$ cat src/rtl/alu_in_scheduler.sv
// alu_in_scheduler: round-robin arbiter serialising NUM_REQ requesters onto one ALU input port
module alu_in_scheduler #(
  parameter int NUM_REQ  = 4,
  parameter int OP_WIDTH = 8,
  parameter int TIMEOUT  = 64
) (
  input  logic                      clk,
  input  logic                      rst,
  input  logic [NUM_REQ-1:0]        req_valid,
  input  logic [3*NUM_REQ-1:0]      req_op,
  input  logic [OP_WIDTH*NUM_REQ-1:0] req_a,
  input  logic [OP_WIDTH*NUM_REQ-1:0] req_b,
  output logic [NUM_REQ-1:0]        req_ready,
  output logic [NUM_REQ-1:0]        resp_valid,
  output logic [2*OP_WIDTH-1:0]     resp_result,
  output logic                      resp_err,
  output logic                      alu_valid,
  output logic [2:0]                alu_op,
  output logic [OP_WIDTH-1:0]       alu_a,
  output logic [OP_WIDTH-1:0]       alu_b,
  input  logic                      alu_ready,
  input  logic                      alu_done,
  input  logic [2*OP_WIDTH-1:0]     alu_result,
  output logic                      busy
);
  localparam int IW = $clog2(NUM_REQ);
  localparam int TW = $clog2(TIMEOUT);
  typedef enum logic [1:0] {IDLE, ISSUE, WAIT, RESP} state_t;
  state_t state, state_nx;
  logic [IW-1:0] ptr, gnt, g_q;
  logic found, issue_op, timeout;
  int idx;
  logic [TW-1:0] timer;
  logic [2:0] op_q;
  logic [OP_WIDTH-1:0] a_q, b_q;
  logic [2*OP_WIDTH-1:0] res_q;
  logic err_q;
  logic [2:0] ops [NUM_REQ];
  logic [OP_WIDTH-1:0] opa [NUM_REQ];
  logic [OP_WIDTH-1:0] opb [NUM_REQ];
  for (genvar i = 0; i < NUM_REQ; i++) begin : g_unpack
    assign ops[i] = req_op[3*i +: 3];
    assign opa[i] = req_a[OP_WIDTH*i +: OP_WIDTH];
    assign opb[i] = req_b[OP_WIDTH*i +: OP_WIDTH];
  end
  always_comb begin
    found = 1'b0;
    gnt = '0;
    idx = 0;
    for (int i = 0; i < NUM_REQ; i++) begin
      idx = int'(ptr) + i;
      if (idx >= NUM_REQ) idx = idx - NUM_REQ;
      if (!found && req_valid[IW'(idx)]) begin
        found = 1'b1;
        gnt = IW'(idx);
      end
    end
  end
  // undefined opcodes fall through to the no_op path
  assign issue_op = ops[gnt] inside {3'b001, 3'b010, 3'b011, 3'b100, 3'b111};
  assign timeout = timer == TW'(TIMEOUT - 1);
  always_ff @(posedge clk or negedge rst)
    if (!rst) state <= IDLE;
    else state <= state_nx;
  always_comb begin
    state_nx = state;
    unique case (state)
      IDLE:    if (found) state_nx = issue_op ? ISSUE : RESP;
      ISSUE:   if (alu_ready) state_nx = (op_q == 3'b111) ? RESP : WAIT;
      WAIT:    if (alu_done || timeout) state_nx = RESP;
      RESP:    state_nx = IDLE;
      default: state_nx = IDLE;
    endcase
  end
  always_ff @(posedge clk or negedge rst) begin
    if (!rst) begin
      ptr <= '0;
      g_q <= '0;
      op_q <= '0;
      a_q <= '0;
      b_q <= '0;
      res_q <= '0;
      err_q <= 1'b0;
      timer <= '0;
    end else begin
      unique case (state)
        IDLE: if (found) begin
          g_q <= gnt;
          ptr <= (gnt == IW'(NUM_REQ - 1)) ? '0 : gnt + 1'b1;
          op_q <= ops[gnt];
          a_q <= opa[gnt];
          b_q <= opb[gnt];
          res_q <= '0;
          err_q <= 1'b0;
        end
        ISSUE: timer <= '0;
        WAIT: begin
          timer <= timer + 1'b1;
          if (alu_done) begin
            res_q <= alu_result;
            err_q <= 1'b0;
          end else if (timeout) begin
            res_q <= '0;
            err_q <= 1'b1;
          end
        end
        default: ;
      endcase
    end
  end
  // rst gates the combinational grant so every output reads 0 during reset
  assign req_ready = (rst && state == IDLE && found) ? NUM_REQ'(1) << gnt : '0;
  assign resp_valid = (state == RESP) ? NUM_REQ'(1) << g_q : '0;
  assign resp_result = res_q;
  assign resp_err = err_q;
  assign alu_valid = state == ISSUE;
  assign alu_op = op_q;
  assign alu_a = a_q;
  assign alu_b = b_q;
  assign busy = state != IDLE;
endmodule
$ cat config.mk
export PLATFORM = sky130hd
export DESIGN_NAME = alu_in_scheduler
export DESIGN_NICKNAME = d
export VERILOG_FILES = /design/src/rtl/alu_in_scheduler.sv
export SDC_FILE = /design/constraint.sdc
export NUM_CORES = 1
export LEC_CHECK = 0
export ABC_CLOCK_PERIOD_IN_PS = 3450
export CAP_MARGIN = 20
export CORE_ASPECT_RATIO = 0.7
export CORE_MARGIN = 2
export CORE_UTILIZATION = 43
export DETAILED_ROUTE_END_ITERATION = 8
export HOLD_SLACK_MARGIN = 0.15
export MAX_ROUTING_LAYER = met4
export PLACE_DENSITY_LB_ADDON = 0.3
export SLEW_MARGIN = 10
export SYNTH_ARGS = -nofsm -noshare
export SYNTH_HDL_FRONTEND = slang
export SYNTH_SLANG_ARGS = --single-unit
$ cat constraint.sdc
create_clock -name clk -period 3.45 [get_ports clk]
set_clock_uncertainty 0.15 [all_clocks]
set_input_delay 0.345 -clock clk [delete_from_list [all_inputs] [get_ports clk]]
set_output_delay 0.345 -clock clk [all_outputs]
set_load 0.03 [all_outputs]
=== Word-level counts from Yosys, hierarchy flattened ===
Index checks and enable logic that the tools add are counted.

* Register bits after elaboration: 48
* Input bits: 100
* Logic and storage cells: 113
* Output and inout bits: 46

* Magnitude comparators: 9
* Reduce and logical (&&, ||, !) cells: 17
* Multiplexer cells: 51
* Equal/unequal tests: 15
* Add/subtract/negate cells: 9
* Bitwise operators: 1
* Shift-type cells: 2

{| class="wikitable"
|+ Operator list
! cell !! number
|-
| $mux 16 || 3
|-
| $bmux 8 s2 || 2
|-
| $mux 8 || 4
|-
| $pmux 16 s2 || 1
|-
| $mux 2 || 13
|-
| $lt 2x4->1 const B || 4
|-
| $mux 1 || 16
|-
| $ge 3x3->1 const B || 4
|-
| $pmux 6 s2 || 1
|-
| $eq 3x3->1 const B || 3
|-
| $bmux 1 s2 || 4
|-
| $mux 4 || 2
|-
| $pmux 2 s4 || 1
|-
| $shl 1x2->4 const A || 2
|-
| $sub 2x1->2 const B || 4
|-
| $add 2x2->3 const B || 2
|-
| $add 6x1->6 const B || 1
|-
| $bmux 3 s2 || 1
|-
| $eq 2x2->1 const B || 3
|-
| $eq 3x2->1 const B || 2
|-
| $eq 6x6->1 const B || 1
|-
| $mux 3 || 2
|-
| $reduce_and 3->1 || 2
|-
| $reduce_bool 2->1 || 3
|-
| 16 further kinds || 23
|}

=== Depth between registers and ports, before layout ===
Gate-level depths: netlist of the first run.

* Depth after elaboration: 24
* Depth in mapped cells: 9
* Gate-level depth less buffers: 8

=== Least setup slack after synthesis of the first run ===
No wires, ideal clock.

* Path type: flip-flop to output port
* Start: register ptr[1]
* End: output req_ready[0]
* Stages on the path, launching flop included: 9
* Path slack: 1102 ps
* Arrival: 1853 ps
* Cell sequence: dfrtp_1 mux2i_1 nor2_1 nor3_1 buf_2 buf_2 inv_1 ha_1 and3_1

* Word-level cells in the longest chain between the ends: 17
* Elaborated cells between the ends (all ways): 44
* Classes of those cells: 7 x add/sub; 4 x order compare; 1 x shift; 25 x mux; 7 x reduce/logical

{| class="wikitable"
|+ Ends and longest elaborated chain
! item !! RTL line !! source
|-
| start, declared || 30 || <nowiki>logic [IW-1:0] ptr, gnt, g_q;</nowiki>
|-
| start signal, assigned || 89 || <nowiki>ptr <= (gnt == IW'(NUM_REQ - 1)) ? '0 : gnt + 1'b1;</nowiki>
|-
| parallel branches: the longest is 14 deep, another holds $add 2x1->3 || -- ||
|-
| $mux 2 * || 53 || <nowiki>if (!found && req_valid[IW'(idx)]) begin</nowiki>
|-
| net gnt[0] || 30 ||
|-
| $shl 1x2->4 * || 112 || <nowiki>assign req_ready = (rst && state == IDLE && found) ? NUM_REQ'(1) << gnt : '0;</nowiki>
|-
| $mux 4 * || 112 ||
|-
| end, declared || 13 || <nowiki>output logic [NUM_REQ-1:0] req_ready,</nowiki>
|}

Mark *: on every way through the listed nets, which the timed path passes. The select of a mux whose other input is x is not followed.

=== Worst setup path after layout of the first run ===
* Start: register state[1]
* End: output req_ready[1]

* Word-level cells in the longest chain between the ends: 4

{| class="wikitable"
|+ Ends and longest elaborated chain
! item !! RTL line !! source
|-
| start, declared || 29 || <nowiki>state_t state, state_nx;</nowiki>
|-
| start signal, assigned || 64 || <nowiki>else state <= state_nx;</nowiki>
|-
| $logic_not 2->1 || 112 ||
|-
| $logic_and 1x1->1 (2 in series) || 112 ||
|-
| $mux 4 || 112 ||
|}

Every way passes these cells.

==> reports/results.ini, run 1 <==
[setup_path]
crit_top_cell = inv_1
cpPeakStageDelay_ns = 0.68
end_kind = output port
reg2reg_depth = 7
timing.critical_path.depth = 6
critPathLaunchType = register
crit_family = buffers and inverters
timing_worst_setup_path_type = register to output port
crit_chain = inv_1 -> ha_1 -> inv_1 -> nor2_1 -> and3_1 -> clkdlybuf4s50_1
crit_fanout = 6
path_buf_inv = 3
slowest_stage = clkdlybuf4s50_1
crit_arrival_ns = 2.62
crit_required_ns = 2.95

[floorplan]
die_w_um = 101
fp-row-count = 24
start_util_pct = 45.1
die_area_um2 = 7280
die_y_um = 72.0
coreArea_um2 = 6310
io_pins = 146

[yosys]
syn-cell-area_um2 = 2840
syn_inst = 375
syn_avg_cell_area_um2 = 7.58
synthArstFlopShare_pct = 100
synth_cell_type_count = 36
synth_seq_cells = 48
synth_nets = 485
synth_edf_count = 0
synth_warnings = 0
ys.flop_type = dfrtp_1
yosysSeqAreaShare_pct = 42.3

[placement]
dp_hpwl_um = 6540
place_inst = 585
gp_congestion = 0.841
portBuffers = 145

[pwr]
switchingPower_mw = 1.62
power_frac_comb_pct = 60.7
seqPwrFrac_pct = 27.4
p_leak_nw = 2.00
intPower_mw = 1.83
swShare_pct = 46.8
clock_power_share_pct = 11.9
p_per_area_nw_per_um2 = 772
max-vdd-ir-drop_mv = 0.480

[drt]
drt_iter0_drc = 91
via_per_inst = 5.16
routed_wl_um = 8620
drcViolationCount = 0
detail-route-antenna-nets = 0
firstDrtPassIters = 4
via_count = 3066
wire_per_inst_um = 14.5

[cells_and_area]
drive_gt1_share_pct = 4.46
fin_nets = 625
antenna_cells = 0
final_core_util_pct = 70.9
instances_no_fill = 594
syn2layout_area_growth_pct = 57.4

[global_routing]
gr-total-overflow = 0
grt_usage_pct = 24.6
grt_pass1_vias = 3018
grt_pass1_wl_um = 14000
antenna_found_initial = 0
grt_max_degree = 47

[sta]
tightest_slew_ns = 0.592
fmax_ghz = 0.321
hold_viol = 0
setup_viol_count_final = 0
hold_ws_ns = 0.300
rsz0062_at_grt = no
min_period_ns = 3.12
tns_ns = 0
min_period_over_period_pct = 90.3
slew_viol_final = 0
slew_headroom_pct = 60.5

[clock_network]
clk_latency_ns = 0.30
clkSinkCount = 48
cts_tree = yes
cts.path.max_buffers = 2
cts_buffers = 5
clk_pin_slew_ns = 0.09
htreeDepth = 2
clk_root_buffer_cell = clkbuf_8

[hold_path]
min_path_type = input port to async pin

[run_status]
status = completed

[job]
max-cap-violations = 0

==> final cells by class <==
cell class              count  area (um^2)
clock buffers               5         68.8
fillers                   518         1830
multi-input cells         295         1500
repair buffers            155         1520
inverters                  10         37.5
clock inverters             3         42.5
flip-flops and latches     48         1200
well taps                  78         97.6
==> per-layer routing <==
layer / vias up / routed length, um / GRT usage [%]
met5: - / 0 / -
met3: 8 / 366 / 3.56
met1: 1460 / 3850 / 30.9
li1: 1520 / - / -
met4: 0 / 96 / 5.71
met2: 78 / 4300 / 42.5
==> cells in the final DEF (no fill, tap or decap), types with 3 or more instances in the layout <==
master / netlist / final
dfrtp_1: 48 / 48
mux2_2: 3 / 3
inv_1: 9 / 9
o21ai_0: 62 / 62
nand2b_1: 4 / 4
clkbuf_8: 0 / 5
ha_1: 10 / 10
nor2_1: 7 / 7
nand3_1: 24 / 24
nand2_1: 143 / 143
buf_4: 1 / 9
mux2i_1: 10 / 10
a21oi_1: 4 / 4
clkdlybuf4s50_1: 0 / 144
and3_1: 6 / 6
nor2b_1: 4 / 4
==> sequential cells by signal, indices dropped and copies added (netlist names) <==
register	count
resp_result	16
alu_a	8
alu_b	8
timer	6
alu_op	3
g_q	2
ptr	2
state	2
resp_err	1
==> synthesized netlist by cell type (3+ instances only) <==
| cell | n | area share, % |
|---|---|---|
| nand3_1 | 24 | 4.2 |
| o21ai_0 | 62 | 11 |
| and3_1 | 6 | 1.3 |
| nor2b_1 | 4 | 0.88 |
| nand2_1 | 143 | 19 |
| dfrtp_1 | 48 | 42 |
| mux2i_1 | 10 | 3.5 |
| clkbuf_1 | 9 | 1.2 |
| nor2_1 | 7 | 0.92 |
| ha_1 | 10 | 4.4 |
| inv_1 | 9 | 1.2 |
| mux2_2 | 3 | 1.2 |
| buf_2 | 11 | 1.9 |
| a21oi_1 | 4 | 0.70 |
| nand2b_1 | 4 | 0.88 |
==> power by group through the flow <==
stage | Combinational [mW] | Sequential, mW | Clock, mW
6_report | 2.09 | 0.945 | 0.412
2_1_floorplan | 0.979 | 1.27 | 0
4_1_cts | 2.11 | 0.943 | 0.419
3_5_place_dp | 2.10 | 0.949 | 0
3_3_place_gp | 2.03 | 0.935 | 0
5_1_grt | 2.30 | 0.975 | 0.448
==> final timing paths <==
| path | startpoint | end | slack [ns] |
|---|---|---|---|
| worst min-delay path | rst | alu_a[6] | 0.30 |
| min in group clk | resp_result[15] | resp_result[15] | 0.33 |
| worst max register to register | ptr[1] | state[1] | 1.00 |
| max in group asynchronous | rst | alu_op[0] | 2.06 |
| worst min register to register | resp_result[15] | resp_result[15] | 0.33 |
| worst max-delay path | state[1] | req_ready[1] | 0.33 |
==> cells by family (layout without fill, tap and decap cells) <==
| logic type | count (synthesis) | after routing | share of synthesized area, % |
|---|---|---|---|
| AOI/OAI and AO/OA | 75 | 75 | 14.1 |
| xor gates and xnor gates | 2 | 2 | 0.617 |
| adders and majority gates | 10 | 10 | 4.40 |
| buffers and inverters | 32 | 173 | 5.11 |
| DFF | 48 | 48 | 42.3 |
| muxes | 13 | 13 | 4.71 |
| and+or+nand+nor | 195 | 195 | 28.8 |
==> stage by stage <==
| step | power, mW | instance area [um^2] | setup slack, ns |
|---|---|---|---|
| 3_5_place_dp | 3.05 | 4350 | 0.375 |
| 4_1_cts | 3.47 | 4470 | 0.331 |
| 2_1_floorplan | 2.25 | 2840 | 1.10 |
| 6_report | 3.45 | 4470 | 0.335 |
| 5_1_grt | 3.73 | 4470 | 0.177 |
| 3_3_place_gp | 2.96 | 4350 | 0.460 |
==> repair_timing <==
item / 4_1_cts / 5_1_grt
setup buffers: 0 / 0
resized for setup: 0 / 0
hold endpoints to repair: 48 / 0
hold buffers: 1 / 0
Note: power is estimated with default switching activity, not from simulation.
==> run 2, diff against run 1 <==
Settings changed: CORE_UTILIZATION 43 to 24, GPL_TIMING_DRIVEN set to 1.
==> run 2 against run 1 <==
Via count is 5.3% lower. Fmax is 0.88% higher. Combinational power about the same. Worst setup slack improved by 0.027 ns. Clock-buffer cell count is 1 higher. Wire length up 0.87%. Clock power rose by 22%. Sequential share of layout area shrank 0.88 points.
==> reports/results.ini, run 2 (synthesized netlist as in run 1, its figures left out) <==
[run_status]
status = completed

[setup_path]
timing_worst_setup_path_type = input port to output port
reg2reg_depth = 7  ; unchanged
r2r_slack_ns = 1.09  ; +0.09 ns
critPathLaunchType = input port
crit_required_ns = 2.95  ; about the same
crit_fanout = 22  ; +16
r2r_start = ptr[1]
crit_arrival_ns = 2.59  ; -0.03 ns
r2r_end = state[1]
end_kind = output port

[sta]
rsz0062_at_grt = no
hold_viol = 0  ; unchanged
slew_viol_final = 0  ; unchanged
tns_ns = 0  ; unchanged
fmax_ghz = 0.324  ; +0.88%
tightest_slew_ns = 0.578  ; -0.0144 ns
slew_headroom_pct = 61.5  ; +0.96 points
min_period_over_period_pct = 89.5  ; -0.79 points
min_period_ns = 3.09  ; -0.0273 ns
setup_viol_count_final = 0  ; unchanged

[placement]
portBuffers = 145  ; unchanged
gp_congestion = 0.751  ; -11%
dp_hpwl_um = 6740  ; +3.0%

[drt]
routed_wl_um = 8690  ; +0.87%
drt_iter0_drc = 138  ; +52%
detail-route-antenna-nets = 0  ; unchanged
wire_per_inst_um = 12.9  ; -11%
via_count = 2903  ; -5.3%
via_per_inst = 4.31  ; -16%
firstDrtPassIters = 4  ; unchanged
drcViolationCount = 0  ; unchanged

[pwr]
p_leak_nw = 2.02  ; +1.0%
p_per_area_nw_per_um2 = 764  ; -1.0%
max-vdd-ir-drop_mv = 0.306  ; -36%

[hold_path]
min_path_type = input port to async pin

[floorplan]
die_area_um2 = 12700  ; +75%
coreArea_um2 = 11600  ; +85%
io_pins = 146  ; unchanged
die_y_um = 95.0  ; +32%
start_util_pct = 24.4  ; -21 points
die_w_um = 134  ; +33%
fp-row-count = 33  ; +38%

[clock_network]
cts_buffers = 5  ; unchanged
cts.path.max_buffers = 2  ; unchanged
clk_latency_ns = 0.29  ; about the same
htreeDepth = 2  ; unchanged
postCtsSetupBuffers = 0  ; unchanged
cts_tree = yes
cts_resized = 0  ; unchanged
clk_pin_slew_ns = 0.06  ; -0.03 ns
clk_root_buffer_cell = clkbuf_16
clkSinkCount = 48  ; unchanged

[cells_and_area]
syn2layout_area_growth_pct = 62.7
final_core_util_pct = 39.7  ; -31 points
nFillCells = 1175  ; +130%
fin_nets = 625  ; unchanged
antenna_cells = 0  ; unchanged
drive_gt1_share_pct = 4.65  ; +0.19 points
layout_common_cells = 143 x nand2_1, 143 x clkdlybuf4s50_1, 62 x o21ai_0
multi_input_area_um2 = 1500  ; unchanged
final-seq-area_um2 = 1200  ; unchanged
largest_reg_flops = 16  ; unchanged

[global_routing]
grt_use_met3_pct = 2.23  ; -1.3 points
met1_usage_pct = 19.0  ; -12 points
grt_pass1_wl_um = 13900  ; -0.49%
grt_usage_pct = 14.0  ; -11 points
gr-total-overflow = 0  ; unchanged
grt_max_degree = 45  ; -4.3%
busiest_layer = met2
grt_pass1_vias = 2802  ; -7.2%
grt_use_met2_pct = 22.0  ; -21 points
antenna_found_initial = 0  ; unchanged

[job]
max-cap-violations = 0  ; unchanged

## run 2: cell types whose count changed in the layout (fill, tap and decap cells not counted)
| cell | change |
|---|---|
| clkbuf_8 | -4 |
| clkinv_2 | -1 |
| clkbuf_16 | +5 |
| bufinv_16 | -1 |
| clkinvlp_4 | +1 |
| buf_12 | +1 |
| clkdlybuf4s50_1 | -1 |
## run 2: per-stage QoR
| step | hold WS [ns] | power (mW) | instance area, um^2 | std cells | setup WS, ns |
|---|---|---|---|---|---|
| finish | 0.312 | 3.53 | 4620 | 673 | 0.362 |
| global route | 0.322 | 3.85 | 4620 | 673 | 0.300 |
| CTS | 0.309 | 3.60 | 4620 | 673 | 0.344 |
| detailed placement | 0.0785 | 3.07 | 4460 | 664 | 0.350 |
| global placement | 0.0721 | 3.02 | 4460 | 664 | 0.420 |
| floorplan | -0.101 | 2.25 | 2840 | 375 | 1.10 |
## run 2: routing by layer
metal,up-vias,wire length [um]
li1,1518,-
met1,1309,4270
met2,70,3960
met3,6,349
met4,0,102
met5,-,0
## run 2: worst max-delay path by stage
stage	from	to	slack [ns]	depth (start not counted)
after global routing	req_valid[0]	req_ready[2]	0.30	8
after floorplan	ptr[1]	req_ready[0]	1.10	8
after CTS	req_valid[0]	req_ready[2]	0.34	8
after global placement	req_valid[0]	req_ready[2]	0.42	8
final	req_valid[0]	req_ready[2]	0.36	8
after detailed placement	req_valid[0]	req_ready[2]	0.35	8
## run 2: report_power, final
group          internal, mW  leakage (nW)  switching, mW
clock                 0.289        0.0691          0.214
sequential            0.790         0.620          0.147
combinational         0.836          1.33           1.26
## run 2: cell type report
| cell class | count | area share (%) |
|---|---|---|
| Clock buffer | 6 | 3.00 |
| Clock inverter | 2 | 0.325 |
| Inverter | 10 | 0.812 |
| Multi-Input combinational cell | 295 | 32.4 |
| Sequential cell | 48 | 26.0 |
| Tap cell | 157 | 4.25 |
| Timing Repair Buffer | 155 | 33.2 |
## run 2: worst max-delay path, stage by stage
cell             delay, ns
clkdlybuf4s50_1       0.54
a21oi_1               0.09
o21a_1                0.18
o22a_2                0.25
buf_4                 0.22
ha_1                  0.20
and3_1                0.16
clkdlybuf4s50_1       0.59
## run 2: repair_timing
action / 4_1_cts / 5_1_grt
hold buffers: 1 / 0
setup endpoints to repair: 0 / 0
endpoints found under the hold margin: 5 / 0
